--- src/rtl/uart_packet_echo.sv ---
// UART packet echo: buffers a gap- or size-delimited packet from the serial
// receiver and replays it in-order, reversed, or with a trailing checksum byte.

module uart_pe_rx #(
  parameter int CLKS_PER_BIT = 16
) (
  input  logic       i_clk,
  input  logic       i_rst,
  input  logic       i_rx,
  output logic       o_done,
  output logic [7:0] o_data
);
  localparam int CW = (CLKS_PER_BIT > 2) ? $clog2(CLKS_PER_BIT) : 1;
  localparam logic [CW-1:0] FULL = CW'(CLKS_PER_BIT - 1);
  localparam logic [CW-1:0] HALF = CW'(CLKS_PER_BIT / 2 - 1);

  logic [1:0]    r_sync;
  logic          r_busy;
  logic [CW-1:0] r_clk_cnt;
  logic [3:0]    r_bit;
  logic [7:0]    r_shift;

  // Bit 0 is the start bit, timed to its middle; bits 1..8 data, bit 9 stop.
  always_ff @(posedge i_clk) begin
    if (i_rst) begin
      r_sync    <= 2'b11;
      r_busy    <= 1'b0;
      r_clk_cnt <= '0;
      r_bit     <= '0;
      r_shift   <= '0;
      o_done    <= 1'b0;
      o_data    <= '0;
    end else begin
      r_sync <= {r_sync[0], i_rx};
      o_done <= 1'b0;
      if (!r_busy) begin
        if (!r_sync[1]) begin
          r_busy    <= 1'b1;
          r_clk_cnt <= '0;
          r_bit     <= '0;
        end
      end else if (r_clk_cnt == ((r_bit == 4'd0) ? HALF : FULL)) begin
        r_clk_cnt <= '0;
        if (r_bit == 4'd0) begin
          if (r_sync[1]) r_busy <= 1'b0;
          else           r_bit  <= 4'd1;
        end else if (r_bit == 4'd9) begin
          r_busy <= 1'b0;
          if (r_sync[1]) begin
            o_done <= 1'b1;
            o_data <= r_shift;
          end
        end else begin
          r_shift <= {r_sync[1], r_shift[7:1]};
          r_bit   <= r_bit + 4'd1;
        end
      end else begin
        r_clk_cnt <= r_clk_cnt + 1'b1;
      end
    end
  end
endmodule

module uart_pe_tx #(
  parameter int CLKS_PER_BIT = 16
) (
  input  logic       i_clk,
  input  logic       i_rst,
  input  logic       i_start,
  input  logic [7:0] i_data,
  output logic       o_tx,
  output logic       o_busy,
  output logic       o_done
);
  localparam int CW = (CLKS_PER_BIT > 2) ? $clog2(CLKS_PER_BIT) : 1;
  localparam logic [CW-1:0] FULL = CW'(CLKS_PER_BIT - 1);

  logic [8:0]    r_shift;
  logic [3:0]    r_bit;
  logic [CW-1:0] r_clk_cnt;

  // Start bit goes out on accept; done pulses with busy dropping after the stop bit.
  always_ff @(posedge i_clk) begin
    if (i_rst) begin
      o_tx      <= 1'b1;
      o_busy    <= 1'b0;
      o_done    <= 1'b0;
      r_shift   <= '1;
      r_bit     <= '0;
      r_clk_cnt <= '0;
    end else begin
      o_done <= 1'b0;
      if (!o_busy) begin
        if (i_start) begin
          o_busy    <= 1'b1;
          o_tx      <= 1'b0;
          r_shift   <= {1'b1, i_data};
          r_bit     <= '0;
          r_clk_cnt <= '0;
        end
      end else if (r_clk_cnt == FULL) begin
        r_clk_cnt <= '0;
        if (r_bit == 4'd9) begin
          o_busy <= 1'b0;
          o_done <= 1'b1;
          o_tx   <= 1'b1;
        end else begin
          o_tx    <= r_shift[0];
          r_shift <= {1'b1, r_shift[8:1]};
          r_bit   <= r_bit + 4'd1;
        end
      end else begin
        r_clk_cnt <= r_clk_cnt + 1'b1;
      end
    end
  end
endmodule

module uart_packet_echo #(
  parameter int MAX_BYTES  = 32,
  parameter int CLK_FREQ   = 125_000_000,
  parameter int BAUD_RATE  = 115_200,
  parameter int GAP_CYCLES = 43_400
) (
  input  logic                           iClk,
  input  logic                           iRst,
  input  logic                           iRx,
  output logic                           oTx,
  input  logic [1:0]                     iMode,
  output logic                           oBusy,
  output logic                           oPktDone,
  output logic [$clog2(MAX_BYTES+1)-1:0] oLen,
  output logic                           oOverrun,
  output logic [2:0]                     oState
);
  localparam int CLKS_PER_BIT = CLK_FREQ / BAUD_RATE;
  localparam int PW = $clog2(MAX_BYTES + 1);
  localparam int IW = $clog2(MAX_BYTES);
  localparam int GW = $clog2(GAP_CYCLES + 1);
  localparam logic [PW-1:0] MAXP = PW'(MAX_BYTES);
  localparam logic [GW-1:0] GAP_LAST = GW'(GAP_CYCLES - 1);

  typedef enum logic [2:0] {
    S_IDLE, S_RX, S_LOAD, S_TX, S_WAIT_TX, S_CSUM
  } state_t;

  state_t        r_state;
  logic [7:0]    r_buf [MAX_BYTES];
  logic [PW-1:0] r_wptr, r_rptr, r_rem, r_len;
  logic [GW-1:0] r_gap_cnt;
  logic [7:0]    r_csum, r_tx_byte;
  logic [1:0]    r_mode;
  logic          r_csum_sent, r_tx_start, r_busy, r_pkt_done, r_overrun;

  logic          w_rx_done, w_tx_busy, w_tx_done;
  logic [7:0]    w_rx_data;
  logic [PW-1:0] w_wptr_nxt;
  logic [IW-1:0] w_widx, w_ridx;

  assign w_wptr_nxt = r_wptr + 1'b1;
  assign w_widx     = r_wptr[IW-1:0];
  assign w_ridx     = r_rptr[IW-1:0];

  uart_pe_rx #(.CLKS_PER_BIT(CLKS_PER_BIT)) u_rx (
    .i_clk(iClk), .i_rst(iRst), .i_rx(iRx), .o_done(w_rx_done), .o_data(w_rx_data)
  );

  uart_pe_tx #(.CLKS_PER_BIT(CLKS_PER_BIT)) u_tx (
    .i_clk(iClk), .i_rst(iRst), .i_start(r_tx_start), .i_data(r_tx_byte),
    .o_tx(oTx), .o_busy(w_tx_busy), .o_done(w_tx_done)
  );

  always_ff @(posedge iClk) begin
    if (iRst) begin
      r_state     <= S_IDLE;
      r_wptr      <= '0;
      r_rptr      <= '0;
      r_rem       <= '0;
      r_len       <= '0;
      r_gap_cnt   <= '0;
      r_csum      <= '0;
      r_tx_byte   <= '0;
      r_mode      <= 2'b00;
      r_csum_sent <= 1'b0;
      r_tx_start  <= 1'b0;
      r_busy      <= 1'b0;
      r_pkt_done  <= 1'b0;
      r_overrun   <= 1'b0;
    end else begin
      r_tx_start <= 1'b0;
      r_pkt_done <= 1'b0;
      r_overrun  <= 1'b0;
      // Bytes arriving while the packet is being replayed are dropped.
      if (w_rx_done && (r_state inside {S_LOAD, S_TX, S_WAIT_TX, S_CSUM}))
        r_overrun <= 1'b1;
      unique case (r_state)
        S_IDLE: if (w_rx_done) begin
          r_buf[0]  <= w_rx_data;
          r_wptr    <= PW'(1);
          r_csum    <= w_rx_data;
          r_gap_cnt <= '0;
          r_busy    <= 1'b1;
          r_state   <= S_RX;
        end
        S_RX: begin
          if (w_rx_done) begin
            if (r_wptr < MAXP) begin
              r_buf[w_widx] <= w_rx_data;
              r_wptr        <= w_wptr_nxt;
              r_csum        <= r_csum + w_rx_data;
              r_gap_cnt     <= '0;
              if (w_wptr_nxt == MAXP) r_state <= S_LOAD;
            end else begin
              r_overrun <= 1'b1;
            end
          end else if (r_gap_cnt == GAP_LAST) begin
            r_state <= S_LOAD;
          end else begin
            r_gap_cnt <= r_gap_cnt + 1'b1;
          end
        end
        S_LOAD: begin
          r_mode      <= (iMode == 2'b11) ? 2'b00 : iMode;
          r_len       <= r_wptr;
          r_rptr      <= (iMode == 2'b01) ? r_wptr - 1'b1 : '0;
          r_rem       <= r_wptr;
          r_csum_sent <= 1'b0;
          r_state     <= S_TX;
        end
        S_TX: if (!w_tx_busy) begin
          r_tx_byte  <= r_buf[w_ridx];
          r_tx_start <= 1'b1;
          if (r_mode == 2'b01) begin
            if (r_rem > PW'(1)) r_rptr <= r_rptr - 1'b1;
          end else begin
            r_rptr <= r_rptr + 1'b1;
          end
          r_rem   <= r_rem - 1'b1;
          r_state <= S_WAIT_TX;
        end
        S_WAIT_TX: if (w_tx_done) begin
          if (r_rem != '0) begin
            r_state <= S_TX;
          end else if (r_mode == 2'b10 && !r_csum_sent) begin
            r_state <= S_CSUM;
          end else begin
            r_pkt_done <= 1'b1;
            r_wptr     <= '0;
            r_busy     <= 1'b0;
            r_state    <= S_IDLE;
          end
        end
        S_CSUM: if (!w_tx_busy) begin
          r_tx_byte   <= r_csum;
          r_tx_start  <= 1'b1;
          r_csum_sent <= 1'b1;
          r_state     <= S_WAIT_TX;
        end
        default: r_state <= S_IDLE;
      endcase
    end
  end

  assign oBusy    = r_busy;
  assign oPktDone = r_pkt_done;
  assign oLen     = r_len;
  assign oOverrun = r_overrun;
  assign oState   = r_state;
endmodule

--- config.mk ---
export PLATFORM = sky130hd
export DESIGN_NAME = uart_packet_echo
export DESIGN_NICKNAME = d
export VERILOG_FILES = /design/src/rtl/uart_packet_echo.sv
export SDC_FILE = /design/constraint.sdc
export NUM_CORES = 1
export LEC_CHECK = 0
export ABC_CLOCK_PERIOD_IN_PS = 3300
export CAP_MARGIN = 15
export CORE_MARGIN = 5
export CORE_UTILIZATION = 60
export DETAILED_ROUTE_END_ITERATION = 12
export PLACE_DENSITY = 0.84
export SLEW_MARGIN = 25
export SYNTH_ARGS = -nofsm -noshare
export SYNTH_HDL_FRONTEND = slang
export SYNTH_HIERARCHICAL = 1
export SYNTH_SLANG_ARGS = --single-unit
--- constraint.sdc ---
create_clock -name iClk -period 3.3 [get_ports iClk]
set_input_delay 0.495 -clock iClk [delete_from_list [all_inputs] [get_ports iClk]]
set_output_delay 0.495 -clock iClk [all_outputs]
set_load 0.02 [all_outputs]
==> results.yml, run 1 <==
sta:
  hold_viol: 0
  tightest_slew_ps: 973
  period_share_pct: 88.3
  clock_skew_ps: 15.7
  rsz0062_at_grt: "false"
  setup_viol: 0
  finalSetupTns_ps: 0
  slew_viol_final: 0
  finalWorstSetupSlack_ps: 386
  fmax_ghz: 0.343
  relSlewSlack_pct: 35.1
  hold_ws_ps: 412
  fin_crit_ps: 2910
setup_path:
  rr_worst_depth: 4
  cp-end-kind: "register"
  crit_end: "r_buf[5][6]"
  cp-start-kind: "register"
  r2r_start: "oState[1]"
  path_class: "register to register"
  critical_path_depth: 4
  startpoint: "oState[1]"
  crit_path_top_delay_cell: "nor2_1"
  setup.reg_to_reg.worst_slack_ps: 390
  cp.arrival_ps: 3080
  crit_buf_inv: 0
  r2r-end: "r_buf[5][6]"
  slowest_delay_ps: 720
  crit_family: "simple AND/OR/NAND/NOR gates"
  cp_cell_sequence: "or3b_1 > nor3_4 > nand3_1 > nor2_1"
  crit_fanout: 16
  worstPathRequired_ps: 3470
synth:
  seq_area_frac_synth_pct: 61.2
  synth_area_leaders: "edfxtp_1 (46%), dfxtp_1 (16%), mux4_2 (7.8%)"
  synth_cell_types: 96
  ys_ff_latch: 387
  syn-num-nets: 1322
  synthArstFlopShare_pct: 0
  netlist_area_sq_mm: 0.0168
  yosysMostFrequentCell: "edfxtp_1"
  synth_edf_count: 256
  synth_flop_cell: "edfxtp_1"
  synth_top_area_cell: "edfxtp_1"
  yosys_warnings: 6
  syn_inst: 1292
  synth_top_area_share_pct: 45.6
  avgSynthCellArea_sq_um: 13.0
  yosys-top-cells-count: "edfxtp_1 (256), nor2_1 (136), dfxtp_1 (131)"
power_and_ir_drop:
  power_leakage_nw: 6.25
  peakVddDrop_mv: 0.469
  p_sw_mw: 1.91
  pwr-share-seq_pct: 54.0
  swShare_pct: 20.2
  power_density_mw_per_mm2: 510
  clockPowerShare_pct: 44.1
  intPower_mw: 7.57
  comb_power_share_pct: 1.9
placed_design:
  hpwl_microns: 24700
  routabilityCongestion: 0.917
  port_buffers: 17
  pre_cts_ws_ps: 478
grt:
  grt-ovfl-total: 0
  grt_pass1_vias: 11000
  grt_max_degree: 71
  grt_pass1_wl_microns: 61500
  grtUsageTotal_pct: 25.2
  antenna_found_initial: 0
route:
  vias: 11100
  drc: 0
  routedWlPerCell_microns: 22.5
  drt_pass1_iterations: 7
  viasPerCell: 6.42
  final_antenna_net_count: 0
  drtIter0Drc: 1181
  wl_microns: 38800
clock_tree:
  cts-root-buf: "clkbuf_16"
  tritoncts: "built"
  cts_buffer_depth: 3
  postCtsSetupBuffers: 0
  worstSkewPairLatency_ps: 550
  hold_buffers: 0
  cts_sinks: 387
  numCtsBuffers: 38
  h-tree-depth: 2
  path_clk_slew_ps: 60
  post_cts_resized: 0
run_status:
  status: "complete, no violations"
cells_and_area:
  drive_above_1_share_pct: 13.6
  areaGrowthSynthToFinish_pct: 10.4
  layout.nets: 1348
  antenna_cells: 0
min_path:
  hold_path.class: "input pin to register"
  min-delay-start: "iRst"
die:
  rows: 61
  die_y_microns: 178
  pin_count: 18
  fp.coreArea_sq_mm: 0.0278
  dieArea_sq_mm: 0.0315
  die_w_microns: 178
  start_util_pct: 60.6
run:
  cap_violations: 0
-- how the worst min path moves through the flow --
stage / slack (ps) / cells after the start / endpoint
after global routing: 390 / 3 / oPktDone
after floorplan: 390 / 1 / u_rx/r_sync[1]
after detailed placement: 400 / 1 / u_rx/r_sync[1]
after CTS: 380 / 3 / oPktDone
final: 410 / 3 / oPktDone
after global placement: 400 / 1 / u_rx/r_sync[1]
-- power by group through the flow --
stage          Sequential, mW  Combinational, mW  Clock [mW]
2_1_floorplan            5.22              0.135           0
3_3_place_gp             5.23              0.170           0
3_5_place_dp             5.23              0.174           0
4_1_cts                  5.12              0.175        4.22
5_1_grt                  5.12              0.191        4.44
6_report                 5.12              0.177        4.18
-- worst register-to-register path: stages, from the launching register on --
cell and delay (ps):
dfxtp_1 460, or3b_1 500, nor3_4 390, nand3_1 470
nor2_1 720
-- flip-flops by register name (all words and copies together), names as in the netlist, 3 cells and up, named ones only --
| register | count |
|---|---|
| r_buf | 256 |
| u_tx/r_clk_cnt | 11 |
| u_rx/r_clk_cnt | 11 |
| u_rx/r_bit | 4 |
| r_wptr | 6 |
| r_gap_cnt | 16 |
| u_rx/r_shift | 8 |
| r_rem | 6 |
| u_tx/r_shift | 8 |
| u_tx/r_bit | 4 |
| u_rx/o_data | 8 |
| oState | 3 |
| r_csum | 8 |
| r_tx_byte | 8 |
| r_rptr | 5 |
| oLen | 6 |
-- final cells by class --
cell class,instances,area [sq um]
inverter,25,93.8
timing repair buffer,52,453
clock buffer,55,1050
tap,378,473
sequential,387,10300
fill,1903,9190
multi-input combinational,814,6070
clock inverter,15,139
-- kinds of logic after synthesis --
group / count (synthesis) / synth area share, %
fa+ha+maj: 25 / 1.95
mux: 105 / 10.6
simple gates: 432 / 13.1
flops: 387 / 61.2
xor+xnor: 31 / 1.61
compound gates: 221 / 8.84
buf+inv: 91 / 2.74
-- stage by stage --
step	total power [mW]	util [%]	instance area [sq um]	std cells
global route	9.75	66.9	18600	1726
floorplan	5.36	-	16800	1292
detailed placement	5.40	62.6	17400	1656
finish	9.48	66.9	18600	1726
global placement	5.40	62.6	17400	1656
CTS	9.51	66.9	18600	1726
-- cells in the final DEF, fill, tap and decap left out, types with 8 or more instances in the layout --
| cell type | count |
|---|---|
| clkbuf_16 | 38 |
| clkdlybuf4s50_1 | 16 |
| nand4_1 | 10 |
| nor2_1 | 136 |
| buf_4 | 33 |
| nand3b_1 | 10 |
| a211oi_1 | 16 |
| nor3_1 | 25 |
| a21o_1 | 11 |
| a21oi_1 | 62 |
| nor2b_1 | 17 |
| o21ai_1 | 9 |
| edfxtp_1 | 256 |
| nand2b_1 | 15 |
| inv_1 | 24 |
| o21ai_0 | 38 |
| xnor2_1 | 11 |
| clkbuf_1 | 13 |
| or3_1 | 9 |
| mux4_2 | 58 |
| o22ai_1 | 8 |
| mux2i_1 | 47 |
| o211ai_1 | 8 |
| nand3_1 | 33 |
| nand2_1 | 101 |
| and2_1 | 14 |
| ha_1 | 23 |
| dfxtp_1 | 129 |
| a31oi_1 | 10 |
| xor2_1 | 20 |
-- routing by layer --
| layer | wire [microns] | vias up | share of wire [%] | GRT usage (%) |
|---|---|---|---|---|
| met2 | 18800 | 581 | 48 | 40.9 |
| met1 | 15200 | 5454 | 39 | 33.8 |
| met4 | 1520 | 0 | 3.9 | 9.64 |
| li1 | - | 4926 | - | - |
| met3 | 3360 | 113 | 8.6 | 4.99 |
| met5 | 0 | - | 0 | 0 |
(Power assumes the default switching activity.)
==> run 2: changes to the inputs <==
--- a/config.mk
+++ b/config.mk
@@ -7,8 +7,8 @@
 export LEC_CHECK = 0
 export ABC_CLOCK_PERIOD_IN_PS = 3300
 export CAP_MARGIN = 15
-export CORE_MARGIN = 5
 export CORE_UTILIZATION = 60
+export CTS_CLUSTER_SIZE = 30
 export DETAILED_ROUTE_END_ITERATION = 12
 export PLACE_DENSITY = 0.84
 export SLEW_MARGIN = 25
==> run 2 against run 1 <==
Net effect:
- non-clock buffer count up 10
- power up 7.7%
- first-iteration DRC count is 16% higher
- core utilization rose by 2.4 points
- global-route usage grew 3.2 points
- routed wire length increased by 3.0%
- die area decreased by 8.8%
- final area increased by 1.6%
- register-to-register slack improved by 30 ps
- clock skew rose by 12 ps
- cell count up 0.46%
- critical path type unchanged
- critical endpoint is now r_buf[25][6]
- highest routed layer is now met5
==> results.yml, run 2 (synthesis gave the netlist of run 1 again) <==
run_status:
  status: "complete, no violations"
power_and_ir_drop:
  power_leakage_nw: 6.42
  pwr-share-seq_pct: 50.1
  intPower_mw: 8.20
  comb_power_share_pct: 1.8
  power_mw: 10.2
  swShare_pct: 19.7
  p_sw_mw: 2.01
  peakVddDrop_mv: 0.456
  power_density_mw_per_mm2: 540
  clockPowerShare_pct: 48.1
setup_path:
  crit_family: "simple AND/OR/NAND/NOR gates"
  setup.reg_to_reg.worst_slack_ps: 420
  crit_path_top_delay_cell: "nor2_1"
  cp.arrival_ps: 3050
  r2r-end: "r_buf[25][6]"
  r2r_start: "u_rx/o_done"
  crit_fanout: 10
  crit_buf_inv: 0
  rr_worst_depth: 4
  cp-start-kind: "register"
  path_class: "register to register"
  slowest_delay_ps: 790
  worstPathRequired_ps: 3470
  cp_cell_sequence: "nand2_1 > nor3_4 > nand3_1 > nor2_1"
  cp-end-kind: "register"
placed_design:
  pre_cts_ws_ps: 512
  hpwl_microns: 24400
  port_buffers: 17
  routabilityCongestion: 0.884
sta:
  period_share_pct: 87.2
  hold_viol: 0
  relSlewSlack_pct: 41.1
  finalWorstSetupSlack_ps: 421
  slew_viol_final: 0
  clock_skew_ps: 28.2
  setup_viol: 0
  fin_crit_ps: 2880
  rsz0062_at_grt: "false"
  fmax_ghz: 0.347
  finalSetupTns_ps: 0
  tightest_slew_ps: 876
die:
  pin_count: 18
  die_w_microns: 170
  dieArea_sq_mm: 0.0287
  die_y_microns: 170
  fp.coreArea_sq_mm: 0.0273
  rows: 60
  start_util_pct: 61.8
grt:
  grtUsageTotal_pct: 28.4
  grt_pass1_vias: 10900
  grt-ovfl-total: 0
  grt_use_met2_pct: 46.1
  grt_pass1_wl_microns: 61900
  grt_max_degree: 53
  antenna_found_initial: 1
  grtUsageMet1_pct: 37.0
  use_met3_pct: 5.64
  top_usage_layer: "met2"
clock_tree:
  worstSkewPairLatency_ps: 550
  cts_sinks: 387
  cts-root-buf: "clkbuf_16"
  postCtsSetupBuffers: 0
  h-tree-depth: 2
  numCtsBuffers: 40
  hold_buffers: 0
  path_clk_slew_ps: 60
  tritoncts: "built"
  cts_buffer_depth: 3
  post_cts_resized: 0
run:
  cap_violations: 0
cells_and_area:
  final_cell_mix: "edfxtp_1 (256), nor2_1 (136), dfxtp_1 (129)"
  max_flop_register: "r_buf"
  drive_above_1_share_pct: 14.8
  areaGrowthSynthToFinish_pct: 12.2
  largest_reg_flops: 256
  layout.nets: 1360
  antenna_cells: 0
  top_regs: "r_buf: 256 flops, r_gap_cnt: 16 flops"
  final_common_cell: "edfxtp_1"
route:
  drt_pass1_iterations: 7
  drc: 0
  viasPerCell: 6.50
  vias: 11300
  final_antenna_net_count: 0
  wl_microns: 40000
  drtIter0Drc: 1369
  routedWlPerCell_microns: 23.1
min_path:
  min-delay-start: "iRst"
  min_to: "oPktDone"
  hold_path.class: "input pin to register"
  holdPathStages: 3
==> run 2: changes by cell type in the layout (fill, tap and decap cells not counted), moves of 2 or more <==
cell,before,now
clkbuf_1,13,4
clkinv_2,6,8
bufinv_16,2,9
clkbuf_8,4,0
inv_6,2,0
buf_4,33,44
clkbuf_16,38,42
clkinv_1,5,9
==> run 2: worst max path at each step <==
stage / from / endpoint / slack [ps] / depth (start not counted)
after detailed placement: iRst / r_buf[17][3] / 510 / 6
final: u_rx/o_done / r_buf[25][6] / 420 / 4
after floorplan: u_rx/o_data[0] / r_csum[6] / 890 / 9
after global routing: u_rx/o_done / r_buf[25][6] / 400 / 4
after CTS: u_rx/o_done / r_buf[25][2] / 540 / 4
after global placement: iRst / r_buf[16][5] / 650 / 7
==> run 2: per-stage QoR <==
stage	utilization, %	instances	cell area (sq um)	hold WS [ps]
floorplan	-	1292	16800	389
global placement	64.1	1660	17500	395
detailed placement	64.1	1660	17500	399
CTS	69.3	1734	18900	376
global route	69.3	1734	18900	373
finish	69.3	1734	18900	394
==> run 2: layout make-up <==
type	count	area [sq um]
clock buffer	46	1070
clock inverter	28	373
fill	1718	8350
inverter	25	93.8
multi-input combinational	814	6070
sequential	387	10300
tap	372	465
timing repair buffer	62	515
==> run 2: layer usage <==
layer | routed length, microns | share of wire, % | up-vias
met5 | 13 | 0.033 | -
met4 | 1990 | 5.0 | 2
met1 | 15400 | 38 | 5483
li1 | - | - | 4951
met2 | 19000 | 48 | 657
met3 | 3580 | 9.0 | 175
==> run 2: tightest hold or removal path, stage by stage <==
cell and delay [ps]:
buf_2 110, nor3_1 110, and2_1 160
==> run 2: power groups by stage <==
stage	clock [mW]	sequential (mW)	combinational, mW
2_1_floorplan	0	5.22	0.135
3_3_place_gp	0	5.22	0.171
3_5_place_dp	0	5.22	0.174
4_1_cts	4.93	5.12	0.176
5_1_grt	5.11	5.12	0.192
6_report	4.91	5.12	0.180
==> run 3: changes to the inputs <==
--- a/config.mk
+++ b/config.mk
@@ -11,6 +11,7 @@
 export CTS_CLUSTER_SIZE = 30
 export DETAILED_ROUTE_END_ITERATION = 12
 export PLACE_DENSITY = 0.84
+export RECOVER_POWER = 25
 export SLEW_MARGIN = 25
 export SYNTH_ARGS = -nofsm -noshare
 export SYNTH_HDL_FRONTEND = slang
==> run 3 against run 2 <==
Net effect:
- the run now ends with capacitance limit, slew limit left
- global-route usage unchanged
- final area decreased by 0.14%
- first-iteration DRC count fell by 2.7%
- via count decreased by 0.11%
- clock-buffer cell count stayed put
- maximum frequency rose by 2.0%
- worst setup slack better by 57 ps
- sequential share of layout area rose by 0.076 points
- critical path type unchanged
==> results.yml, run 3 (synthesis gave the netlist of run 1 again) <==
route:
  vias: 11300
  drt_pass1_iterations: 5
  final_antenna_net_count: 0
  drc: 0
  wl_microns: 40000
  drtIter0Drc: 1332
  viasPerCell: 6.49
  routedWlPerCell_microns: 23.1
sta:
  tightest_slew_ps: 2010
  setup_viol: 0
  finalSetupTns_ps: 0
  finalWorstSetupSlack_ps: 478
  fmax_ghz: 0.354
  rsz0062_at_grt: "false"
  clock_skew_ps: 29.0
  fin_crit_ps: 2820
  relSlewSlack_pct: -33.8
  period_share_pct: 85.5
  hold_viol: 0
  slew_viol_final: 253
  hold_ws_ps: 395
clock_tree:
  tritoncts: "built"
  path_clk_slew_ps: 60
  worstSkewPairLatency_ps: 540
  postCtsSetupBuffers: 0
  cts-root-buf: "clkbuf_16"
  h-tree-depth: 2
  numCtsBuffers: 40
  cts_buffer_depth: 3
  hold_buffers: 0
  post_cts_resized: 0
  cts_sinks: 387
die:
  rows: 60
  start_util_pct: 61.8
  die_w_microns: 170
  fp.coreArea_sq_mm: 0.0273
  dieArea_sq_mm: 0.0287
  die_y_microns: 170
  pin_count: 18
run_status:
  status: "finished, violations left"
  violations: "capacitance limit, slew limit"
setup_path:
  path_class: "register to register"
  cp-start-kind: "register"
  r2r_start: "u_rx/o_done"
  cp-end-kind: "register"
  worstPathRequired_ps: 3470
  startpoint: "u_rx/o_done"
  crit_fanout: 10
  cp.arrival_ps: 2990
power_and_ir_drop:
  power_density_mw_per_mm2: 541
  peakVddDrop_mv: 0.451
  power_leakage_nw: 6.40
  power_mw: 10.2
cells_and_area:
  finalInstanceArea_sq_mm: 0.0189
  antenna_cells: 0
  largest_reg_flops: 256
  postLayoutCoreUtil_pct: 69.2
  top_regs: "r_buf: 256 flops, r_gap_cnt: 16 flops"
  num-fill-cells: 1720
  drive_above_1_share_pct: 14.3
  max_flop_register: "r_buf"
  finalNonFillerCells: 1734
  layout.nets: 1360
  areaGrowthSynthToFinish_pct: 12.1
  final_cell_mix: "edfxtp_1 (256), nor2_1 (136), dfxtp_1 (129)"
  final_common_cell: "edfxtp_1"
grt:
  grt_pass1_wl_microns: 61900
  grt_pass1_vias: 10900
  antenna_found_initial: 1
  grt_max_degree: 53
  grt-ovfl-total: 0
  grtUsageTotal_pct: 28.4
placed_design:
  hpwl_microns: 24400
  port_buffers: 17
  routabilityCongestion: 0.884
  dp.cells: 1660
  pre_cts_ws_ps: 512
  dpl_cell_area_sq_mm: 0.0175
min_path:
  min-delay-start: "iRst"
  hold_path.class: "input pin to register"
run:
  cap_violations: 7
-- run 3: cell count changes in the layout (fill, tap and decap cells not counted), sizes merged --
cell    previous run  this run
clkbuf            46        53
buf               46        39
-- run 3: area by class of cell --
cell class	count	area, sq um	area share [%]
multi-input cells	814	6070	32.2
clock buffers	46	1070	5.65
inverters	25	93.8	0.497
flip-flops and latches	387	10300	54.7
repair buffers	62	489	2.59
well taps	372	465	2.47
clock inverters	28	373	1.98
-- run 3: critical path, cell delays in order (launching register included) --
cell,delay [ps]
dfxtp_1,530
nand2_1,180
nor3_4,450
nand3_1,530
nor2_1,770
-- run 3: worst paths after layout --
check / to / slack, ps / cells after the start
hold / removal: oPktDone / 400 / 3
setup / recovery: r_buf[25][6] / 480 / 4
setup reg to reg: r_buf[25][6] / 480 / 4
hold reg to reg: u_rx/r_sync[1] / 410 / 1
-- run 3: routing by layer --
| metal | wire, microns | up-vias | global-route usage, % |
|---|---|---|---|
| met1 | 15300 | 5469 | 37.0 |
| met2 | 19100 | 658 | 46.1 |
| met3 | 3640 | 174 | 5.64 |
| li1 | - | 4953 | - |
| met4 | 1940 | 2 | 13.5 |
| met5 | 13 | - | 0 |
-- run 3: power by group --
group | internal [mW] | switching [mW] | total [mW]
Combinational | 0.0639 | 0.115 | 0.179
Sequential | 5.11 | 0.0112 | 5.12
Clock | 3.03 | 1.88 | 4.91
Total | 8.20 | 2.01 | 10.2
